===== src/rtl/sipo_deser_if.sv =====
// Bus between the serial-in/parallel-out deserializer and its source/sink.
// parity_err is present only when SIPO_DESER_PARITY_EN is defined.
interface sipo_deser_if #(
    parameter int WIDTH = 8
);
    localparam int CNT_W = $clog2(WIDTH + 1);

    logic             S;
    logic             ser_input;
    logic             out_ready;
    logic [WIDTH-1:0] out;
    logic             out_valid;
    logic [CNT_W-1:0] bit_cnt;
    logic             overrun;
`ifdef SIPO_DESER_PARITY_EN
    logic             parity_err;
`endif

    modport master (
        input  S, ser_input, out_ready,
        output out, out_valid, bit_cnt, overrun
`ifdef SIPO_DESER_PARITY_EN
        , output parity_err
`endif
    );

    modport slave (
        output S, ser_input, out_ready,
        input  out, out_valid, bit_cnt, overrun
`ifdef SIPO_DESER_PARITY_EN
        , input parity_err
`endif
    );
endinterface


===== src/rtl/sipo_deser.sv =====
// Serial-in/parallel-out deserializer with a single-entry valid/ready output buffer.
// Define SIPO_DESER_PARITY_EN to append a parity bit to every frame and report parity_err.
module sipo_deser #(
    parameter int WIDTH     = 8,
    parameter bit MSB_FIRST = 1'b0
`ifdef SIPO_DESER_PARITY_EN
    , parameter bit ODD_PARITY = 1'b0
`endif
) (
    input  logic         clk,
    input  logic         R_n,
    input  logic         clr,
    sipo_deser_if.master bus
);
    localparam int               CNT_W    = $clog2(WIDTH + 1);
    localparam logic [CNT_W-1:0] CNT_ZERO = {CNT_W{1'b0}};
    localparam logic [CNT_W-1:0] CNT_ONE  = CNT_W'(1);
    localparam logic [CNT_W-1:0] CNT_LAST = CNT_W'(WIDTH - 1);

`ifdef SIPO_DESER_PARITY_EN
    typedef enum logic {ST_SHIFT = 1'b0, ST_PAR = 1'b1} state_e;

    // Returns 1 when data plus the received parity bit violate the selected parity.
    function automatic logic parity_err_f(input logic [WIDTH-1:0] data, input logic par);
        return (^data ^ par) ^ ODD_PARITY;
    endfunction
`else
    typedef enum logic {ST_SHIFT = 1'b0} state_e;
`endif

    state_e           state_r;
    state_e           state_nxt_s;
    logic [CNT_W-1:0] cnt_r;
    logic [CNT_W-1:0] cnt_nxt_s;
    logic [WIDTH-1:0] sh_r;
    logic [WIDTH-1:0] sh_nxt_s;
    logic [WIDTH-1:0] shifted_s;
    logic [WIDTH-1:0] out_r;
    logic [WIDTH-1:0] out_nxt_s;
    logic             valid_r;
    logic             valid_nxt_s;
    logic             ovr_r;
    logic             ovr_nxt_s;
    logic             perr_r;
    logic             perr_nxt_s;
    logic             load_evt_s;
    logic [WIDTH-1:0] load_word_s;
    logic             load_perr_s;

    // Shift register contents with the current serial bit inserted.
    always_comb begin
        shifted_s = sh_r;
        if (MSB_FIRST) begin
            shifted_s = {sh_r[WIDTH-2:0], bus.ser_input};
        end else begin
            shifted_s = {bus.ser_input, sh_r[WIDTH-1:1]};
        end
    end

    // Frame FSM: bit acceptance, bit counting and the buffer-load event.
    always_comb begin
        state_nxt_s = state_r;
        cnt_nxt_s   = cnt_r;
        sh_nxt_s    = sh_r;
        load_evt_s  = 1'b0;
        load_word_s = sh_r;
        load_perr_s = 1'b0;
        case (state_r)
            ST_SHIFT: begin
                if (bus.S) begin
                    sh_nxt_s = shifted_s;
                    if (cnt_r == CNT_LAST) begin
`ifdef SIPO_DESER_PARITY_EN
                        // Data is complete; the word is loaded only with its parity bit.
                        state_nxt_s = ST_PAR;
                        cnt_nxt_s   = cnt_r + CNT_ONE;
`else
                        cnt_nxt_s   = CNT_ZERO;
                        load_evt_s  = 1'b1;
                        load_word_s = shifted_s;
`endif
                    end else begin
                        cnt_nxt_s = cnt_r + CNT_ONE;
                    end
                end else begin
                    cnt_nxt_s = cnt_r;
                end
            end
`ifdef SIPO_DESER_PARITY_EN
            ST_PAR: begin
                if (bus.S) begin
                    state_nxt_s = ST_SHIFT;
                    cnt_nxt_s   = CNT_ZERO;
                    load_evt_s  = 1'b1;
                    load_word_s = sh_r;
                    load_perr_s = parity_err_f(sh_r, bus.ser_input);
                end else begin
                    state_nxt_s = ST_PAR;
                end
            end
`endif
            default: begin
                state_nxt_s = ST_SHIFT;
                cnt_nxt_s   = CNT_ZERO;
            end
        endcase
    end

    // Output buffer: load, consume, or drop the new word and flag overrun.
    always_comb begin
        out_nxt_s   = out_r;
        valid_nxt_s = valid_r;
        ovr_nxt_s   = ovr_r;
        perr_nxt_s  = perr_r;
        if (load_evt_s) begin
            if (!valid_r || bus.out_ready) begin
                out_nxt_s   = load_word_s;
                valid_nxt_s = 1'b1;
                perr_nxt_s  = load_perr_s;
            end else begin
                ovr_nxt_s = 1'b1;
            end
        end else if (valid_r && bus.out_ready) begin
            valid_nxt_s = 1'b0;
        end else begin
            valid_nxt_s = valid_r;
        end
    end

    // State registers; clr behaves as a synchronous reset with top priority.
    always_ff @(posedge clk or negedge R_n) begin
        if (!R_n) begin
            state_r <= ST_SHIFT;
            cnt_r   <= CNT_ZERO;
            sh_r    <= {WIDTH{1'b0}};
            out_r   <= {WIDTH{1'b0}};
            valid_r <= 1'b0;
            ovr_r   <= 1'b0;
            perr_r  <= 1'b0;
        end else if (clr) begin
            state_r <= ST_SHIFT;
            cnt_r   <= CNT_ZERO;
            sh_r    <= {WIDTH{1'b0}};
            out_r   <= {WIDTH{1'b0}};
            valid_r <= 1'b0;
            ovr_r   <= 1'b0;
            perr_r  <= 1'b0;
        end else begin
            state_r <= state_nxt_s;
            cnt_r   <= cnt_nxt_s;
            sh_r    <= sh_nxt_s;
            out_r   <= out_nxt_s;
            valid_r <= valid_nxt_s;
            ovr_r   <= ovr_nxt_s;
            perr_r  <= perr_nxt_s;
        end
    end

    assign bus.out       = out_r;
    assign bus.out_valid = valid_r;
    assign bus.bit_cnt   = cnt_r;
    assign bus.overrun   = ovr_r;
`ifdef SIPO_DESER_PARITY_EN
    assign bus.parity_err = perr_r;
`else
    // perr_r stays constant without the parity feature.
    logic unused_perr_s;
    assign unused_perr_s = perr_r;
`endif
endmodule


===== src/flat_wrapper.sv =====
// flat-port wrapper written by rule: the top's interface ports become plain ports
module sipo_deser_flat 
#(
    parameter int WIDTH     = 8,
    parameter bit MSB_FIRST = 1'b0

)
  (clk, R_n, clr, bus_S, bus_ser_input, bus_out_ready, bus_out, bus_out_valid, bus_bit_cnt, bus_overrun);
  sipo_deser_if #(.WIDTH(WIDTH)) bus_i ();
  input  logic clk;
  input  logic R_n;
  input  logic clr;
  input wire logic [$bits(bus_i.S)-1:0] bus_S;
  input wire logic [$bits(bus_i.ser_input)-1:0] bus_ser_input;
  input wire logic [$bits(bus_i.out_ready)-1:0] bus_out_ready;
  output wire logic [$bits(bus_i.out)-1:0] bus_out;
  output wire logic [$bits(bus_i.out_valid)-1:0] bus_out_valid;
  output wire logic [$bits(bus_i.bit_cnt)-1:0] bus_bit_cnt;
  output wire logic [$bits(bus_i.overrun)-1:0] bus_overrun;
  assign bus_i.S = bus_S;
  assign bus_i.ser_input = bus_ser_input;
  assign bus_i.out_ready = bus_out_ready;
  assign bus_out = bus_i.out;
  assign bus_out_valid = bus_i.out_valid;
  assign bus_bit_cnt = bus_i.bit_cnt;
  assign bus_overrun = bus_i.overrun;
  sipo_deser #(.WIDTH(WIDTH), .MSB_FIRST(MSB_FIRST)) u_core (.clk(clk), .R_n(R_n), .clr(clr), .bus(bus_i));
endmodule

===== config.mk =====
export PLATFORM = sky130hd
export DESIGN_NAME = sipo_deser_flat
export DESIGN_NICKNAME = d
export VERILOG_FILES = /design/src/rtl/sipo_deser_if.sv /design/src/rtl/sipo_deser.sv /design/src/flat_wrapper.sv
export SDC_FILE = /design/constraint.sdc
export NUM_CORES = 1
export LEC_CHECK = 0
export BUFFER_PORTS_ARGS = -buffer_cell sky130_fd_sc_hd__buf_2
export CAP_MARGIN = 30
export CORE_UTILIZATION = 45
export CTS_BUF_LIST = sky130_fd_sc_hd__clkbuf_4
export CTS_CLUSTER_DIAMETER = 60
export DETAILED_ROUTE_END_ITERATION = 10
export PLACE_DENSITY = 0.73
export SYNTH_ARGS = -nofsm -noshare
export SYNTH_HDL_FRONTEND = slang
export SYNTH_SLANG_ARGS = --single-unit

===== constraint.sdc =====
create_clock -name clk -period 1.66 [get_ports clk]
set_clock_uncertainty 0.05 [all_clocks]
set_input_delay 0.332 -clock clk [delete_from_list [all_inputs] [get_ports clk]]
set_output_delay 0.332 -clock clk [all_outputs]
set_load 0.05 [all_outputs]

; ---- Word-level counts from Yosys, hierarchy flattened
; Cells that the tools add are included.
[op_classes]
n_div = 0
mul = 0
reduce_logical = 10
n_shift = 0
order_cmp = 0
n_addsub = 1
bitwise = 0
eq_ne = 3
muxes = 19
[op_table]
columns = op, n
row1 = 8-bit two-way mux, 7
row2 = 4-bit two-way mux, 3
row3 = 1-bit two-way mux, 9
row4 = 2-bit AND reduction, 3
row5 = 2-bit nonzero test, 3
row6 = 4-bit by 1-bit adder with 4-bit output (second input constant), 1
row7 = 4-bit by 3-bit == test with 1-bit output (second input constant), 1
row8 = 3-bit inequality test (second input constant), 1
row9 = 3-bit nonzero test, 1
row10 = 2-bit inequality test (second input constant), 1
row11 = 1-bit logical AND, 1
row12 = 1-bit logical NOT, 1
row13 = 1-bit logical OR, 1
[word_totals]
in_bits = 6
memories = 0
latchBits = 0
word_cells = 38
reg_bits = 22
output_inout_bits = 14
mem_bits_ro = 0
mem_bits_rw = 0

; ---- Longest topological paths before layout
[depth]
ltp_word = 6
mapped_depth = 5

; ---- Least setup slack after synthesis
; OpenSTA, ideal clock, no wires.
[synth_path]
path_type = flip-flop to flip-flop
start = register u_core.cnt_r[0] (netlist: u_core.bus.bit_cnt[0])
end = register u_core.ovr_r (netlist: u_core.bus.overrun)
required_time_ps = 1478
arrival_time_ps = 1417
path_stages_with_launch = 6
path_slack_ps = 61
cell_sequence = dfrtp_1 > ha_1 > and4b_1 > buf_4 > a21oi_1 > nor2_1
[synth_via]
elab_chain_len = 5
[synth_rtl]
columns = item, line
row1 = "start, declared", sipo_deser.sv:33  ; logic [CNT_W-1:0] cnt_r;
row2 = "start signal, assigned", sipo_deser.sv:150  ; cnt_r <= cnt_nxt_s;
row3 = 4-bit by 3-bit == test with 1-bit output, sipo_deser.sv:72  ; if (cnt_r == CNT_LAST) begin
row4 = 1-bit two-way mux, sipo_deser.sv:72
row5 = 1-bit two-way mux, sipo_deser.sv:70  ; if (bus.S) begin
row6 = 2-bit nonzero test (no source line), n/a
row7 = 2-bit AND reduction (no source line), n/a
row8 = "end signal, assigned", sipo_deser.sv:154  ; ovr_r <= ovr_nxt_s;
row9 = "end, declared", sipo_deser.sv:42  ; logic ovr_r;
; No other way between the ends.
; A chain may end at the register's enable or synchronous reset.

; ---- Final worst setup path
[layout_path]
start = register u_core.cnt_r[0] (netlist: u_core.bus.bit_cnt[0])
end = register u_core.out_r[5] (netlist: u_core.bus.out[5])
[layout_via]
elab_chain_len = 6
[layout_rtl]
columns = item, line
row1 = 4-bit by 3-bit == test with 1-bit output *, sipo_deser.sv:72
row2 = 8-bit two-way mux, sipo_deser.sv:72
row3 = 8-bit two-way mux, sipo_deser.sv:70
row4 = 8-bit two-way mux, sipo_deser.sv:116  ; if (!valid_r || bus.out_ready) begin
row5 = 8-bit two-way mux, sipo_deser.sv:115  ; if (load_evt_s) begin
row6 = 8-bit two-way mux, sipo_deser.sv:140  ; end else if (clr) begin
row7 = "end signal, assigned", sipo_deser.sv:136  ; out_r <= {WIDTH{1'b0}};
row8 = "end signal, assigned", sipo_deser.sv:144  ; out_r <= {WIDTH{1'b0}};
row9 = "end signal, assigned", sipo_deser.sv:152  ; out_r <= out_nxt_s;
row10 = "end, declared", sipo_deser.sv:38  ; logic [WIDTH-1:0] out_r;
; Every way passes the cells marked *; elsewhere a longest branch is shown, timed or not. The select of a mux whose other input is x is not followed.

==> impl_metrics.json <==
{
  "holdBufCountCts": 1,
  "synth_fp_nets": 90,
  "hold_end": "u_core.bus.out[7]",
  "layout_common_cells": "dfrtp_1, buf_2, nor2_1, a21oi_1",
  "worst_skew_pair.late_latency_ns": 0.29,
  "drt_pass1_iterations": 4,
  "area_delta_synth_final_pct": 15.8,
  "first_iter_violations": 15,
  "multi_input_area_um2": 357,
  "cts-root-buf": "clkbuf_4",
  "grt_pass1_vias": 557,
  "fmax_mhz": 673,
  "design.die.area_mm2": 0.00221,
  "crit_fanout": 11,
  "nNetsFinal": 111,
  "core_area_mm2": 0.00180,
  "hold_path.class": "in2reg",
  "wl_per_cell_um": 12.8,
  "fillCellCount": 167,
  "via_per_inst": 5.10,
  "r2r_end": "u_core.bus.out[5]",
  "port_buffers": 19,
  "postCtsSetupBuffers": 0,
  "cp-end-kind": "flop",
  "cts_tree": "yes",
  "hpwl_um": 1180,
  "fin_setup_tns_ns": 0,
  "r2r_setup_slack_ns": 0.17,
  "htree_levels": 1,
  "rsz0062_at_grt": "no",
  "die_x_um": 47.0,
  "synth_top_cell_area_share_pct": 57.8,
  "clockBufferDepth": 2,
  "netlist.top_cell.by_area": "dfrtp_1",
  "synth.yosys.seq_area_share_pct": 57.8,
  "seqCellArea_um2": 526,
  "final_area_mm2": 0.00105,
  "p_per_area_mw_per_mm2": 794,
  "synthDistinctLibCells": 19,
  "worst_pin_slew_ns": 0.462,
  "ctsResizeCount": 0,
  "clkSinkCount": 21,
  "total_power_uw": 837,
  "yosys-top-cells-area": "dfrtp_1, mux2i_1, nand3b_1, a21oi_1, nor2_1",
  "hold-worst-slack_ns": 0.250,
  "crit_required_ns": 1.83,
  "wirelength_um": 1640,
  "synth_area_um2": 910,
  "io_pins": 20,
  "grt_usage_pct": 17.5,
  "worst_slew_margin_rel_pct": 69.2,
  "synth-seq-cells": 21,
  "gp_congestion": 0.747,
  "initial_core_util_pct": 50.5,
  "startpoint_type": "flop",
  "grt_overflow": 0,
  "mostFrequentLayoutCell": "dfrtp_1",
  "drc": 0,
  "hold_viol_final": 0,
  "hold_path.startpoint": "bus_ser_input",
  "grt_max_degree": 22,
  "critical_path_class": "reg2reg",
  "rows": 15,
  "cp_data_arrival_time_ns": 1.66,
  "post-route-period-util_pct": 89.5,
  "path_clk_slew_ns": 0.11,
  "rr_startpoint": "u_core.bus.bit_cnt[0]",
  "grt_pass1_wl_um": 2660,
  "post-route-min-period_ns": 1.49,
  "hold_path_depth": 3,
  "ir_drop_mv": 0.536,
  "via_count": 653,
  "drive_gt1_share_pct": 23.3,
  "syn_avg_cell_area_um2": 11.0,
  "ys.warnings.count": 0,
  "finalMaxSlewViolations": 0,
  "synthCells": 83,
  "cellLeakagePower_nw": 0.532,
  "maxCapViolCount": 0,
  "place_area_mm2": 0.00102,
  "antenna_cells": 0,
  "ant_nets": 0,
  "cts_buffers": 3,
  "die_height_um": 47.0,
  "setup_violations": 0,
  "reg2reg_depth": 4,
  "antenna_found_initial": 0,
  "status": "complete, no violations"
}
metal layers:
metal / GRT usage, % / wire length [um] / share of wire (%)
met5: 0 / 0 / 0
met4: 5.14 / 14 / 0.86
met3: 4.62 / 69 / 4.2
met2: 25.6 / 751 / 46
met1: 25.5 / 801 / 49
critical path, cell delays in order, from the launching register on:
cell and delay, ns:
dfrtp_1 0.41, ha_1 0.22, and4b_1 0.42, nand3b_1 0.16, a21oi_1 0.15
stage by stage:
step	setup slack, ns	utilization [%]	instances
finish	0.175	58.5	128
global route	0.0635	58.5	128
CTS	0.188	58.5	128
detailed placement	0.211	56.4	123
global placement	0.281	56.4	123
floorplan	0.0608	-	83
cell usage after synthesis:
cell      instances
a21oi_1          10
and2b_1           1
and4b_1           1
buf_2             1
buf_4             2
clkbuf_1          2
dfrtp_1          21
ha_1              1
mux2i_1           8
nand2_1           2
nand3b_1          8
nand4_1           1
nand4b_1          1
nor2_1           12
nor3_1            1
o21ai_0           8
or3_1             1
xnor2_1           1
xor2_1            1
worst max-delay path by stage:
stage / endpoint / startpoint / slack (ns) / cells past startpoint
finish: u_core.bus.out[5] / u_core.bus.bit_cnt[0] / 0.17 / 4
global route: u_core.bus.out[5] / u_core.bus.bit_cnt[0] / 0.06 / 4
CTS: u_core.bus.out[5] / u_core.bus.bit_cnt[0] / 0.19 / 4
detailed placement: u_core.bus.out[5] / u_core.bus.bit_cnt[0] / 0.21 / 4
global placement: u_core.bus.out[5] / u_core.bus.bit_cnt[0] / 0.28 / 4
floorplan: u_core.bus.overrun / u_core.bus.bit_cnt[0] / 0.06 / 5
area by class of cell:
class	instances	share of cell area [%]
tap	25	2.97
clock inverter	1	0.475
multi-input combinational	57	33.8
timing repair buffer	21	10.7
sequential	21	49.9
clock buffer	3	2.14
power by group:
part	internal, mW	switching [mW]
sequential	0.519	0.00839
clock	0.0895	0.144
combinational	0.0237	0.0519
flip-flops by register name, indices dropped and copies added (netlist names):
| signal | cells |
|---|---|
| u_core.bus.bit_cnt | 4 |
| u_core.bus.overrun | 1 |
| u_core.bus.out_valid | 1 |
| u_core.sh_r | 7 |
| u_core.bus.out | 8 |
cell families (layout without fill, tap and decap cells):
group / Yosys count / after routing / share of synthesized area [%]
compound gates: 18 / 18 / 9.90
xor+xnor: 2 / 2 / 1.93
fa+ha+maj: 1 / 1 / 1.38
buf+inv: 5 / 25 / 3.03
flops: 21 / 21 / 57.8
mux: 8 / 8 / 8.80
simple gates: 28 / 28 / 17.2
Power figures use the tool's default switching activity.
